[src/rtl/serial_frame_pkg.sv]
// Shared types and constants for the serial frame deserializer.
// The frame line idles high, a low start bit opens a frame and a high stop bit closes it.
package serial_frame_pkg;

   typedef enum logic [1:0] {
      IDLE  = 2'd0,
      DATA  = 2'd1,
      STOP  = 2'd2,
      BREAK = 2'd3
   } state_t;

   localparam logic START_BIT  = 1'b0;
   localparam logic STOP_BIT   = 1'b1;
   localparam logic IDLE_LEVEL = 1'b1;

   localparam int DEFAULT_DATA_WIDTH = 8;
   localparam int BIT_COUNT_WIDTH    = $clog2(DEFAULT_DATA_WIDTH);

   // Guards against a zero-width counter when only a single data bit is used.
   function automatic int bit_count_width(input int data_width);
      return (data_width > 1) ? $clog2(data_width) : 1;
   endfunction

endpackage

[src/rtl/serial_frame_hold_reg.sv]
// Valid/ready holding register for received words, with overrun detection
// and a wrapping count of the words accepted into it.
module serial_frame_hold_reg #(
   parameter int DATA_WIDTH  = 8,
   parameter int COUNT_WIDTH = 16
) (
   input  logic                   clk,
   input  logic                   reset,
   input  logic                   load,
   input  logic [DATA_WIDTH-1:0]  load_data,
   input  logic                   ready,
   input  logic                   clear_errors,
   output logic [DATA_WIDTH-1:0]  data,
   output logic                   valid,
   output logic                   overrun,
   output logic [COUNT_WIDTH-1:0] count
);

   logic transfer;
   logic can_load;

   // A word leaving on this edge frees the slot for a word arriving on the same edge.
   assign transfer = valid & ready;
   assign can_load = ~valid | transfer;

   always_ff @(posedge clk) begin
      if (reset) begin
         data    <= '0;
         valid   <= 1'b0;
         overrun <= 1'b0;
         count   <= '0;
      end else begin
         if (load && can_load) begin
            data  <= load_data;
            valid <= 1'b1;
            count <= count + COUNT_WIDTH'(1);
         end else if (transfer) begin
            valid <= 1'b0;
         end

         // A new overrun outranks a clear requested on the same edge.
         if (load && !can_load) begin
            overrun <= 1'b1;
         end else if (clear_errors) begin
            overrun <= 1'b0;
         end
      end
   end

endmodule

[src/rtl/serial_frame_deserializer.sv]
// Frame FSM and shifter: recovers start/data/stop framed words from a one-bit-per-clock
// serial line and hands good words to the holding register.
module serial_frame_deserializer
   import serial_frame_pkg::*;
#(
   parameter int DATA_WIDTH  = 8,
   parameter int COUNT_WIDTH = 16
) (
   input  logic                   Clk_In,
   input  logic                   Reset_In,
   input  logic                   Serial_Data_In,
   input  logic                   Clear_Errors,
   output logic [DATA_WIDTH-1:0]  Data_Out,
   output logic                   Data_Out_Valid,
   input  logic                   Data_Out_Ready,
   output logic                   Frame_Error,
   output logic                   Overrun_Error,
   output logic [COUNT_WIDTH-1:0] Frame_Count,
   output logic                   Busy
);

   localparam int CW = bit_count_width(DATA_WIDTH);

   state_t                state;
   state_t                next_state;
   logic [CW-1:0]         bit_count;
   logic [DATA_WIDTH-1:0] shift_reg;
   logic                  last_bit;
   logic                  shift_en;
   logic                  good_stop;
   logic                  bad_stop;
   logic                  frame_error_q;

   assign last_bit = (bit_count == CW'(DATA_WIDTH - 1));

   always_ff @(posedge Clk_In) begin
      if (Reset_In) begin
         state <= IDLE;
      end else begin
         state <= next_state;
      end
   end

   always_comb begin
      next_state = state;
      case (state)
         IDLE:    if (Serial_Data_In == START_BIT) next_state = DATA;
         DATA:    if (last_bit) next_state = STOP;
         STOP:    next_state = (Serial_Data_In == STOP_BIT) ? IDLE : BREAK;
         BREAK:   if (Serial_Data_In == IDLE_LEVEL) next_state = IDLE;
         default: next_state = IDLE;
      endcase
   end

   always_comb begin
      shift_en  = (state == DATA);
      good_stop = (state == STOP) && (Serial_Data_In == STOP_BIT);
      bad_stop  = (state == STOP) && (Serial_Data_In != STOP_BIT);
      Busy      = (state != IDLE);
   end

   // Data bits arrive LSB first, so shifting in at the top leaves the first bit at bit 0.
   always_ff @(posedge Clk_In) begin
      if (Reset_In) begin
         bit_count     <= '0;
         shift_reg     <= '0;
         frame_error_q <= 1'b0;
      end else begin
         frame_error_q <= bad_stop;
         if (state == IDLE) begin
            bit_count <= '0;
         end else if (shift_en) begin
            bit_count <= bit_count + CW'(1);
         end
         if (shift_en) begin
            shift_reg <= {Serial_Data_In, shift_reg[DATA_WIDTH-1:1]};
         end
      end
   end

   assign Frame_Error = frame_error_q;

   serial_frame_hold_reg #(
      .DATA_WIDTH  (DATA_WIDTH),
      .COUNT_WIDTH (COUNT_WIDTH)
   ) u_hold_reg (
      .clk          (Clk_In),
      .reset        (Reset_In),
      .load         (good_stop),
      .load_data    (shift_reg),
      .ready        (Data_Out_Ready),
      .clear_errors (Clear_Errors),
      .data         (Data_Out),
      .valid        (Data_Out_Valid),
      .overrun      (Overrun_Error),
      .count        (Frame_Count)
   );

endmodule

[config.mk]
export PLATFORM = sky130hd
export DESIGN_NAME = serial_frame_deserializer
export DESIGN_NICKNAME = d
export VERILOG_FILES = /design/src/rtl/serial_frame_pkg.sv /design/src/rtl/serial_frame_hold_reg.sv /design/src/rtl/serial_frame_deserializer.sv
export SDC_FILE = /design/constraint.sdc
export NUM_CORES = 1
export LEC_CHECK = 0
export CELL_PAD_IN_SITES_DETAIL_PLACEMENT = 0
export CELL_PAD_IN_SITES_GLOBAL_PLACEMENT = 2
export CORE_UTILIZATION = 32
export CTS_BUF_LIST = sky130_fd_sc_hd__clkbuf_8
export DETAILED_ROUTE_END_ITERATION = 8
export PLACE_DENSITY = 0.8
export SLEW_MARGIN = 20
export SYNTH_ARGS = -nofsm -noshare
export SYNTH_HDL_FRONTEND = slang
export SYNTH_HIERARCHICAL = 1
export SYNTH_SLANG_ARGS = --single-unit
[constraint.sdc]
create_clock -name Clk_In -period 1.8 [get_ports Clk_In]
set_input_delay 0.36 -clock Clk_In [delete_from_list [all_inputs] [get_ports Clk_In]]
set_output_delay 0.36 -clock Clk_In [all_outputs]
set_load 0.02 [all_outputs]
Yosys cells after proc, flatten, opt, wreduce, memory -nomap -nowiden
Index checks and enable logic that the tools add are counted.
{ "totals": {"reg_bits": 40, "latchBits": 0, "ram_bits": 0, "mem_bits_ro": 0, "inputBits": 5, "output_inout_bits": 28, "word_cells": 41, "memories": 0} }
{ "classes": {"add_sub_neg": 2, "n_mul": 0, "div_mod_pow": 0, "order_cmp": 0, "n_eq_ne": 7, "shifts": 0, "muxes": 9, "n_bitwise": 4, "reduce_logical": 11} }
{ "op_table": {"columns": ["cell", "n"], "rows": [
  ["$add A16 B1 Y16 const B", 1],
  ["$mux W2", 4],
  ["$pmux W2 S4", 1],
  ["$ne A2 B2 Y1 const B", 3],
  ["$reduce_bool A2 Y1", 3],
  ["$eq A2 B2 Y1 const B", 2],
  ["$logic_and A1 B1 Y1", 4],
  ["$mux W1", 4],
  ["$add A3 B1 Y3 const B", 1],
  ["$eq A3 B3 Y1 const B", 1],
  ["$reduce_and A3 Y1", 1],
  ["$eq A2 B1 Y1 const B", 1],
  ["$logic_not A2 Y1", 1],
  ["$not A1 Y1", 2],
  ["$reduce_or A2 Y1", 1],
  ["$and A1 B1 Y1", 1],
  ["$logic_not A1 Y1", 1],
  ["$or A1 B1 Y1", 1]
]} }

Longest topological paths before layout
Gate-level depths: netlist of the first run.
{ "depth": {"ltp_word": 5, "depth_mapped": 7, "ltp_nobuf": 4} }

Hierarchy
Netlist of the first run, hierarchy kept.
{ "modules_own_cells": {"columns": ["module", "instances", "cells_each", "area_each_um2", "seq_area_each_um2"], "rows": [
  ["serial_frame_hold_reg", 1, 129, 1089.8, 520.5],
  ["serial_frame_deserializer", 1, 54, 576.8, 280.3]
]} }

Worst setup path before layout of the first run
No wires, ideal clock.
{ "synth_path": {"path_type": "reg-to-reg", "start": "reg state[1]", "end": "reg u_hold_reg.count[15]", "setup_time_ps": 70, "arrival_time_ps": 1526, "required_time_ps": 1730, "path_slack_ps": 204, "stages_incl_launch_ff": 7, "path_buffers": 2, "synth_period_minus_slack_ps": 1596, "path_cell_list": "dfxtp_1 -> clkbuf_2 -> and3b_1 -> buf_2 -> nand4_2 -> or4_1 -> a21oi_1"} }
{ "synth_via": {"elab_chain_len": 3} }
{ "synth_lines": {"columns": ["item", "line", "source"], "rows": [
  ["start: declaration", "serial_frame_deserializer.sv:24", "state_t state;"],
  ["start signal: assignment", "serial_frame_deserializer.sv:40", "state <= next_state;"],
  ["$eq A2 B2 Y1", "serial_frame_deserializer.sv:57", "good_stop = (state == STOP) && (Serial_Data_In == STOP_BIT);"],
  ["$logic_and A1 B1 Y1", "serial_frame_deserializer.sv:57", null],
  ["net good_stop", "serial_frame_deserializer.sv:30", "logic good_stop;"],
  ["$logic_and A1 B1 Y1", "serial_frame_hold_reg.sv:33", "if (load && can_load) begin"],
  ["end signal: assignment", "serial_frame_hold_reg.sv:36", "count <= count + COUNT_WIDTH'(1);"],
  ["end: declaration", "serial_frame_hold_reg.sv:16", "output logic [COUNT_WIDTH-1:0] count"]
]} }
The timed path passes the listed nets, and every way through them passes these cells.
A chain may end at the register's enable or synchronous reset.

Worst setup path in the final report of the first run
{ "layout_path": {"start": "reg u_hold_reg.count[10]", "end": "out Frame_Count[10]"} }
{ "layout_rtl": {"columns": ["item", "line", "source"], "rows": [
  ["end: declaration", "serial_frame_deserializer.sv:18", "output logic [COUNT_WIDTH-1:0] Frame_Count,"]
]} }
No word-level cell between the ends.

==> results of run 1 <==
area by class of cell:
type | instances | area (um2)
clock inverter | 1 | 30.0
inverter | 4 | 15.0
clock buffer | 7 | 96.3
timing repair buffer | 46 | 437
tap | 67 | 83.8
multi-input combinational | 130 | 808
sequential | 40 | 801
fill | 500 | 2610
power by group through the flow:
stage,Combinational (mW),Clock (mW),Sequential [mW]
3_5_place_dp,0.0611,0,0.917
3_3_place_gp,0.0595,0,0.916
6_report,0.0589,0.800,0.896
5_1_grt,0.0635,0.848,0.897
4_1_cts,0.0600,0.815,0.896
2_1_floorplan,0.0348,0,0.915
stage by stage:
| stage | TNS (ps) | instance area, um2 | power [mW] | utilization |
|---|---|---|---|---|
| after floorplan | 0 | 1670 | 0.950 | - |
| after global placement | -1260 | 2150 | 0.976 | 0.440 |
| after detailed placement | -1740 | 2150 | 0.978 | 0.440 |
| after CTS | 0 | 2270 | 1.77 | 0.465 |
| after global routing | 0 | 2270 | 1.81 | 0.465 |
| final | 0 | 2270 | 1.75 | 0.465 |
cells in the mapped netlist, types with 4 or more instances:
| master | number |
|---|---|
| sky130_fd_sc_hd__dfxtp_1 | 40 |
| sky130_fd_sc_hd__nand2_1 | 25 |
| sky130_fd_sc_hd__a21oi_1 | 23 |
| sky130_fd_sc_hd__nand2b_1 | 10 |
| sky130_fd_sc_hd__o21ai_0 | 10 |
| sky130_fd_sc_hd__or3_1 | 9 |
| sky130_fd_sc_hd__mux2i_1 | 7 |
| sky130_fd_sc_hd__nor2_1 | 5 |
| sky130_fd_sc_hd__clkbuf_1 | 4 |
| sky130_fd_sc_hd__inv_1 | 4 |
| sky130_fd_sc_hd__nand3_1 | 4 |
cell usage in the layout (no fill, tap or decap), types with 4 or more instances in the layout:
cell type,instances
sky130_fd_sc_hd__a21oi_1,23
sky130_fd_sc_hd__nand3_1,4
sky130_fd_sc_hd__o21ai_0,10
sky130_fd_sc_hd__clkdlybuf4s50_1,31
sky130_fd_sc_hd__or3_1,9
sky130_fd_sc_hd__nand2b_1,10
sky130_fd_sc_hd__clkbuf_8,7
sky130_fd_sc_hd__dfxtp_1,40
sky130_fd_sc_hd__nor2_1,5
sky130_fd_sc_hd__buf_4,13
sky130_fd_sc_hd__inv_1,4
sky130_fd_sc_hd__mux2i_1,7
sky130_fd_sc_hd__nand2_1,25
worst paths after layout:
kind	slack, ps	endpoint	cells after the start	start
max	60	Frame_Count[10]	1	u_hold_reg/count[10]
min	450	u_hold_reg/data[0]	2	shift_reg[0]
min reg2reg	450	u_hold_reg/data[0]	2	shift_reg[0]
max reg2reg	230	u_hold_reg/count[15]	4	state[1]
kinds of logic (layout without fill, tap and decap cells):
group | after synthesis | count (layout) | share of synthesized area
muxes | 7 | 7 | 0.0420
adders and majority gates | 3 | 3 | 0.0225
DFF | 40 | 40 | 0.480
buffers and inverters | 13 | 58 | 0.0345
and+or+nand+nor | 78 | 78 | 0.276
xor gates and xnor gates | 5 | 5 | 0.0263
AOI/OAI and AO/OA | 37 | 37 | 0.118
timing repair:
item                                   CTS  global route
setup endpoints to repair                1             0
resized for setup                        1             0
hold buffers                             0             0
endpoints found under the hold margin    0             0
per-layer routing:
| metal | up-vias | global-route usage |
|---|---|---|
| met5 | - | 0 |
| li1 | 722 | - |
| met1 | 669 | 0.167 |
| met3 | 5 | 0.0488 |
| met2 | 30 | 0.259 |
| met4 | 0 | 0.0577 |
==> metrics.cfg, run 1 <==
[power_and_ir_drop]
power.leakage_nw=0.814
sw_frac_of_total=0.197
power.share.combinational=0.034
power.sequential.fraction=0.510
worst_vdd_ir_uv=553
pwr-share-clk=0.456
p_sw_mw=0.345
p_int_mw=1.41
power-per-cell-area_nw_per_um2=773

[synth]
synthesized_netlist_cell_count=183
synth.yosys.seq_area_share=0.480
ys_top_cells_by_area=sky130_fd_sc_hd__dfxtp_1 48%, sky130_fd_sc_hd__a21oi_1 6.9%, sky130_fd_sc_hd__nand2_1 5.6%, sky130_fd_sc_hd__mux2i_1 4.2%, sky130_fd_sc_hd__nand2b_1 3.8%
synth_flop_cell=sky130_fd_sc_hd__dfxtp_1
number_of_enable_type_register_cells_in_the_synthesized_netlist=0
postSynthAreaPerCell_um2=9.11
register_bit_total_from_synthesis=40
synth_largest_area_cell=sky130_fd_sc_hd__dfxtp_1
yosys.cell_types.count=38
synthDominantCellAreaShare=0.480
yosysWarnings=6
postSynth.asyncResetShare=0
synth_nets=191
netlist_area_um2=1670

[die]
design.core.area_um2=4880
initial_utilization=0.342
die_width_um=74.2
design.die.area_um2=5500
design.portCount=33
die_h_um=74.2
row_count=25

[clock_network]
ctsHtreeMaxLevel=2
cts.root.buffer_cell=sky130_fd_sc_hd__clkbuf_8
cts_sinks=40
cts.clk_slew.worst_paths_ps=80
clockBufferDepth=2
cts_tree=yes
cts-buffers-inserted=5
post_cts.repair.setup_buffers=0
worst_skew_pair.late_latency_ps=290

[grt]
via_count_of_the_first_global_routing_pass=1391
grt_max_degree=35
grt_use_total=0.148
total_congestion_overflow=0
antenna_found_initial=0
first_pass_grt_wire_length_um=6130

[final_layout]
fin_nets=235
number_of_flip_flops_under_the_largest_register_name=16
insertedDiodeCount=0
syn2layout_area_growth_pct=36.3
fin_cells=295
drive_above_1_share=0.127

[sta]
layout_setup_ws_ps=62.2
rsz0062_at_grt=no
finalHoldWorstSlack_ps=454
slew_violations=0
layout_min_cycle_time_ps=1740
hold_viol_final=0
tightestPinTransition_ps=357
clock-skew-final_ps=9.71
final.period_utilization=0.965
worst_case_headroom_to_the_max_slew_limit=0.762
setup_viol=0
fmax_mhz=575

[drt]
drt-total-wl_um=3700
drt_pass1_iterations=4
met1Wirelength_um=1730
detailroute.wirelength.met3_um=177
post_drt_wl_per_cell_um=12.6
viasPerCell=4.83
initial_drc_count=67
met2_length_um=1750
routed.top_layer=met4
ant_nets=0
dr_total_vias=1426
remaining_drc_errors=0

[critical_path]
critical_path.top_delay_family=buffers and inverters
timing.critical_path.from_type=flop
cp_endpoint_kind=output port
critical_path.n_buffers_inverters=1
crit_path_cell_trace=clkdlybuf4s50_1
critPathKind=reg2out
timing.critical_path.arrival_ps=1380
critical_path.max_fanout=7
required_time_at_the_endpoint_of_the_critical_path_ps=1440
critical_path.slowest_cell=sky130_fd_sc_hd__clkdlybuf4s50_1
delay_of_the_slowest_cell_on_the_worst_path_ps=640

[hold_path]
worst_hold_path_type=reg2reg

[placement]
buffer_ports.inserted=32
pre_cts_setup_slack_ps=-173
hpwl_um=2720
place_congestion=0.741
numPlacedInstances=287

[job]
drv.max_cap_violation_count=0

[outcome]
run_status=finished clean

No activity file was read; power rests on OpenSTA's default activity.
==> run 2: changes to the inputs <==
- CORE_ASPECT_RATIO: default -> 0.5
==> run 2 against run 1 <==
  * Sequential power hardly changed
  * Total power is 4.8% lower
  * First-iteration DRC count is 61% lower
  * Die area is 0.32% higher
  * Highest routed layer unchanged
==> metrics.cfg, run 2 (synthesized netlist as in run 1, its figures left out) <==
[critical_path]
r2r_setup_slack_ps=210
cp_endpoint_kind=flop
critPathKind=in2reg
rr_worst_depth=5
reg2reg_from=state[1]
critical_path.max_fanout=7
delay_of_the_slowest_cell_on_the_worst_path_ps=480
timing.critical_path.arrival_ps=1930
timing.critical_path.from_type=input pin
critical_path.slowest_cell=sky130_fd_sc_hd__clkdlybuf4s50_1
required_time_at_the_endpoint_of_the_critical_path_ps=2020
critical_path.reg2reg.endpoint=u_hold_reg/count[8]
crit_path_cell_trace=clkdlybuf4s50_1 -> and3b_1 -> buf_4 -> nand4_4 -> or3_1 -> a21oi_1

[clock_network]
cts-buffers-inserted=5
worst_skew_pair.late_latency_ps=290
cts.clk_slew.worst_paths_ps=80
cts_sinks=40
cts_tree=yes
clockBufferDepth=2
post_cts.repair.setup_buffers=0
postCtsResizedCells=1
cts.root.buffer_cell=sky130_fd_sc_hd__clkbuf_8
cts_hold_buffers=0
ctsHtreeMaxLevel=2

[grt]
antenna_found_initial=0
total_congestion_overflow=0
first_pass_grt_wire_length_um=5840
groute.layer.met2.usage=0.236
grt_max_degree=42
use_met3=0.0456
grt_use_met1=0.166
grt_use_total=0.136
via_count_of_the_first_global_routing_pass=1273
global_route.peak_usage_layer=met2

[drt]
dr_total_vias=1394
remaining_drc_errors=0
initial_drc_count=26
ant_nets=0
viasPerCell=4.73
post_drt_wl_per_cell_um=11.6
drt-total-wl_um=3430
drt_pass1_iterations=4

[power_and_ir_drop]
p_total_mw=1.67
worst_vdd_ir_uv=288
power-per-cell-area_nw_per_um2=747
power.leakage_nw=0.815

[placement]
buffer_ports.inserted=32
hpwl_um=2380
dpl-instance-area_um2=2130
place_congestion=0.707
pre_cts_setup_slack_ps=-210
numPlacedInstances=287

[final_layout]
fin_nets=232
post-route-cell-area_um2=2240
fin_cells=295
mostFrequentLayoutCell=sky130_fd_sc_hd__dfxtp_1
drive_above_1_share=0.111
finalCoreUtilization=0.449
syn2layout_area_growth_pct=34.2
fillerInstances=508
number_of_flip_flops_under_the_largest_register_name=16
insertedDiodeCount=0
commonest_cells_after_routing_fill_and_taps_aside=40 x sky130_fd_sc_hd__dfxtp_1, 30 x sky130_fd_sc_hd__clkdlybuf4s50_1, 25 x sky130_fd_sc_hd__nand2_1, 23 x sky130_fd_sc_hd__a21oi_1

[die]
row_count=18
initial_utilization=0.335
design.die.area_um2=5520
die_h_um=53.0
design.portCount=33
die_width_um=104
design.core.area_um2=4980

[sta]
layout_min_cycle_time_ps=1710
rsz0062_at_grt=no
hold_viol_final=0
tightestPinTransition_ps=328
final.period_utilization=0.950
layout_setup_ws_ps=90.7
setup_tns_ps=0
slew_violations=0
setup_viol=0
worst_case_headroom_to_the_max_slew_limit=0.781
fmax_mhz=585
finalHoldWorstSlack_ps=455
clock-skew-final_ps=6.04

[job]
drv.max_cap_violation_count=0

[hold_path]
whs_endpoint=u_hold_reg/data[0]
worst_hold_path_type=reg2reg
worst_hold_path.num_cells=2
min-delay-start=u_hold_reg/data[0]

[outcome]
run_status=finished clean

-- run 2: cell types whose count changed in the layout (fill, tap and decap cells not counted) --
cell,delta
sky130_fd_sc_hd__buf_4,-3
sky130_fd_sc_hd__clkinv_2,+1
sky130_fd_sc_hd__dlymetal6s2s_1,+1
sky130_fd_sc_hd__clkdlybuf4s50_1,-1
sky130_fd_sc_hd__clkbuf_8,-2
sky130_fd_sc_hd__inv_1,+1
-- run 2: worst max-delay path: cells and delay by family --
kind / cells / cell delay, ps
AOI/OAI and AO/OA: 1 / 140
and+or+nand+nor: 3 / 760
buffers and inverters: 2 / 670
-- run 2: worst max path at each step --
stage | from | to | slack [ps] | cells past startpoint
2_1_floorplan | state[1] | u_hold_reg/count[15] | 200 | 6
3_3_place_gp | Serial_Data_In | u_hold_reg/count[8] | -140 | 6
3_5_place_dp | Serial_Data_In | u_hold_reg/count[10] | -210 | 6
4_1_cts | u_hold_reg/count[10] | Frame_Count[10] | 50 | 1
5_1_grt | Serial_Data_In | u_hold_reg/count[15] | 0.9 | 5
6_report | Serial_Data_In | u_hold_reg/count[8] | 90 | 6
-- run 2: power by group --
group | internal, mW | switching [mW] | leakage [nW]
Clock | 0.406 | 0.309 | 0.0593
Sequential | 0.890 | 0.00408 | 0.323
Combinational | 0.0313 | 0.0308 | 0.432
Total | 1.33 | 0.344 | 0.815
-- run 2: cell type report --
class,count,area (um2),share of cell area
flip-flops and latches,40,801,0.358
clock inverters,3,38.8,0.0173
clock buffers,5,68.8,0.0308
repair buffers,43,417,0.186
multi-input cells,130,808,0.362
inverters,4,15.0,0.00672
well taps,70,87.6,0.0392
-- run 2: metal layers --
layer | part of all wire | routed length, um
met5 | 0 | 0
met4 | 0.0067 | 23
met3 | 0.040 | 138
met2 | 0.46 | 1570
met1 | 0.49 | 1690
==> RTL edit 1 (config.mk and constraints of run 1) <==
Put a register stage on the output `Frame_Count`, without a reset. The value now appears one clock later. The other outputs are not delayed to match.
--- a/src/rtl/serial_frame_deserializer.sv
+++ b/src/rtl/serial_frame_deserializer.sv
@@ -21,4 +21,6 @@
 
    localparam int CW = bit_count_width(DATA_WIDTH);
+
+   logic [COUNT_WIDTH-1:0] Frame_Count_d;
 
    state_t                state;
@@ -94,6 +96,10 @@
       .valid        (Data_Out_Valid),
       .overrun      (Overrun_Error),
-      .count        (Frame_Count)
+      .count        (Frame_Count_d)
    );
+
+   always_ff @(posedge Clk_In) begin
+      Frame_Count <= Frame_Count_d;
+   end
 
 endmodule
Function: no difference found for any inputs over 10 cycles, from zero or initial values and one cycle with Reset_In high; that may be too few to reach the edited logic, so the function may still have changed.
==> RTL edit 1 against run 1 <==
Design area grew 13%. Sequential share of layout area grew 8.5 points. Core utilization is 3.7 points lower. Register-to-register slack improved by 20 ps. Synthesized cell count grew 8.2%. Clock skew shrank 4.4 ps. Routed wire length is 0.54% lower. Highest routed layer unchanged. Worst setup slack better by 85 ps. Largest power group unchanged. Total power increased by 11%. Synthesized area increased by 20%. Sequential cell count is 16 higher. Maximum frequency is 5.1% higher. Largest cell class is now sequential cells.
==> RTL edit 1: results (changes against run 1) <==
grt_pass1_wl_um: 5968  # was 6134 um
total_leakage_power_nw: 0.9253  # was 0.8145 nW
powerComb_mw: 0.0630  # was 0.0589 mW
synthTopCellsByCount: "56 x dfxtp_1, 24 x nand2_1, 22 x a21oi_1"  # was 40 x dfxtp_1, 25 x nand2_1, 23 x a21oi_1
synth-seq-area-share: 0.5583  # was 0.4805
r2r_slack_ps: 250  # was 230 ps
place_area_sq_um: 2487  # was 2146 sq um
grt_pass1_vias: 1352  # was 1391
grtUsageMet2: 0.2059  # was 0.2586
synthMuxAreaShare: 0.03489  # was 0.04204
wl_um: 3683  # was 3703 um
synth_adder_area_share: 0.01869  # was 0.02252
met1_usage: 0.1353  # was 0.1669
grt_max_degree: 43  # was 35
use_met3: 0.03371  # was 0.04878
ir_drop_mv: 0.4058  # was 0.5531 mV
worst_slew_pin_slew_ps: 220.6  # was 356.8 ps
route.met3.wl_um: 152  # was 177 um
syn_nets: 206  # was 191
vias_per_cell: 4.609  # was 4.834
clk_share: 0.03026  # was 0.05565
status: "finished clean"  # unchanged
multiInputGateArea_sq_um: 819.5  # was 808.3 sq um
regArea_sq_um: 1121  # was 800.8 sq um
synth.distinct_cells: 40  # was 38
[RTL edit 1: cell count changes in the layout (fill, tap and decap cells not counted), sizes merged]
| cell | change |
|---|---|
| inv | +1 |
| nand2 | -1 |
| or3b | -1 |
| clkinv | +1 |
| dfxtp | +16 |
| clkbuf | -2 |
| a21oi | -1 |
| and2b | +1 |
| nand3b | +1 |
| o31ai | +1 |
| nor2b | -1 |
| bufinv | -1 |
[RTL edit 1: final timing paths]
| path | end | start | cells after the start |
|---|---|---|---|
| max | Busy | state[1]$_SDFFE_PP0P_ | 2 |
| min | Frame_Count[15]$_DFF_P_ | u_hold_reg/count[15]$_SDFFE_PP0P_ | 0 |
| max reg2reg | u_hold_reg/count[15]$_SDFFE_PP0P_ | state[1]$_SDFFE_PP0P_ | 4 |
| min reg2reg | Frame_Count[15]$_DFF_P_ | u_hold_reg/count[15]$_SDFFE_PP0P_ | 0 |
==> RTL edit 2 (settings of run 1) <==
Without the edit above. `COUNT_WIDTH` is set to 16 in 2 places; all go to 12.
--- a/src/rtl/serial_frame_hold_reg.sv
+++ b/src/rtl/serial_frame_hold_reg.sv
@@ -3,5 +3,5 @@
 module serial_frame_hold_reg #(
    parameter int DATA_WIDTH  = 8,
-   parameter int COUNT_WIDTH = 16
+   parameter int COUNT_WIDTH = 12
 ) (
    input  logic                   clk,
--- a/src/rtl/serial_frame_deserializer.sv
+++ b/src/rtl/serial_frame_deserializer.sv
@@ -5,5 +5,5 @@
 #(
    parameter int DATA_WIDTH  = 8,
-   parameter int COUNT_WIDTH = 16
+   parameter int COUNT_WIDTH = 12
 ) (
    input  logic                   Clk_In,
Ports: changed (resized Frame_Count); port bits go from 33 to 29. The function was not compared with the original's and may differ.
==> RTL edit 2 against run 1 <==
Synthesized area decreased by 12%. Design area decreased by 13%. Total power decreased by 16%. Cell count decreased by 15%. Global-route usage about the same. Sequential cell count decreased by 4. First-iteration DRC count decreased by 16%. Worst setup slack improved by 33 ps. Routed wire length decreased by 14%. Largest cell class is now sequential cells. Largest power group unchanged.
==> RTL edit 2: results (changes against run 1) <==
signal_buffer_area_fraction: 0.1927  # was 0.1923
portBuffers: 28  # was 32
met1_usage: 0.1756  # was 0.1669
place_area_sq_um: 1886  # was 2146 sq um
dp_hpwl_um: 2222  # was 2719 um
largest_reg_flops: 12  # was 16
total_leakage_power_nw: 0.7480  # was 0.8145 nW
grt_pass1_wl_um: 5623  # was 6134 um
num-multi-input-gates: 113  # was 130
multiInputGateArea_sq_um: 705.7  # was 808.3 sq um
seq_share: 0.3639  # was 0.3526
globalplace.congestion: 0.7332  # was 0.7413
timing.rr.end: "u_hold_reg/count[10]$_SDFFE_PP0P_"  # was u_hold_reg/count[15]$_SDFFE_PP0P_
status: "finished clean"  # unchanged
synth.distinct_cells: 36  # was 38
cp.arrival_ps: 1350  # was 1380 ps
layout-drive-gt1-share: 0.1307  # was 0.1272
core_sq_um: 4384  # was 4880 sq um
p_clk_mw: 0.610  # was 0.800 mW
r2r_slack_ps: 160  # was 230 ps
sw_frac_of_total: 0.2056  # was 0.1965
drt_iter0_drc: 56  # was 67
power_density_nw_per_um2: 746.1  # was 772.6 nW/um^2
grt_max_degree: 38  # was 35
hold_ws_ps: 455.7  # was 454.2 ps
synthTopCellsByArea: "dfxtp_1 49%, nand2_1 6.4%, a21oi_1 5.8%, mux2i_1 4.8%, nand2b_1 4.2%"  # was dfxtp_1 48%, a21oi_1 6.9%, nand2_1 5.6%, mux2i_1 4.2%, nand2b_1 3.8%
wl_per_cell_um: 12.65  # was 12.55 um
met1Wirelength_um: 1437  # was 1728 um
grtUsageMet2: 0.2479  # was 0.2586
rr_worst_depth: 5  # was 4
final_nets: 207  # was 235
nFillCells: 427  # was 500
inverters: 3  # was 4
pre_cts_ws_ps: -165.4  # was -173.4 ps
syn_nets: 168  # was 191
synthTopCellsByCount: "36 x dfxtp_1, 25 x nand2_1, 17 x a21oi_1"  # was 40 x dfxtp_1, 25 x nand2_1, 23 x a21oi_1
place_inst: 244  # was 287
ir_drop_mv: 0.4191  # was 0.5531 mV
skew_ps: 2.695  # was 9.710 ps
ys_ff_latch: 36  # was 40
synth-seq-area-share: 0.4894  # was 0.4805
syn_area_per_cell_sq_um: 9.204  # was 9.107 sq um
dr_total_vias: 1231  # was 1426
grtUsageTotal: 0.1478  # was 0.1482
n_all_buffers: 40  # was 46
clk_share: 0.04864  # was 0.05565
max_slew_margin: 0.7626  # was 0.7616
cp_max_fo: 5  # was 7
r2r-start: "u_hold_reg/count[0]$_SDFFE_PP0P_"  # was state[1]$_SDFFE_PP0P_
power_switching_mw: 0.3039  # was 0.3448 mW
startpoint: "u_hold_reg/count[8]$_SDFFE_PP0P_"  # was u_hold_reg/count[10]$_SDFFE_PP0P_
min_to: "u_hold_reg/data[2]$_SDFFE_PP0P_"  # was u_hold_reg/data[0]$_SDFFE_PP0P_
hold_start: "u_hold_reg/data[2]$_SDFFE_PP0P_"  # was shift_reg[0]$_SDFFE_PP0N_
==> RTL edit 2: cells by family (layout without fill, tap and decap cells) <==
| logic type | after synthesis | count (layout) | share of synthesized area |
|---|---|---|---|
| and+or+nand+nor | 71 | 71 | 0.2744 |
| DFF | 36 | 36 | 0.4894 |
| AOI/OAI and AO/OA | 26 | 26 | 0.09601 |
| buffers and inverters | 11 | 50 | 0.03143 |
| muxes | 7 | 7 | 0.04758 |
| xor gates and xnor gates | 6 | 6 | 0.03568 |
| adders and majority gates | 3 | 3 | 0.02549 |
==> RTL edit 2: worst max path at each step <==
stage                     depth (start not counted)                                end  slack, ps
final                                             1                     Frame_Count[8]         90
after floorplan                                   6  u_hold_reg/count[10]$_SDFFE_PP0P_         30
after detailed placement                          5  u_hold_reg/count[10]$_SDFFE_PP0P_       -170
after global placement                            5  u_hold_reg/count[10]$_SDFFE_PP0P_       -150
after global routing                              1                     Frame_Count[9]          9
after CTS                                         1                     Frame_Count[8]         70
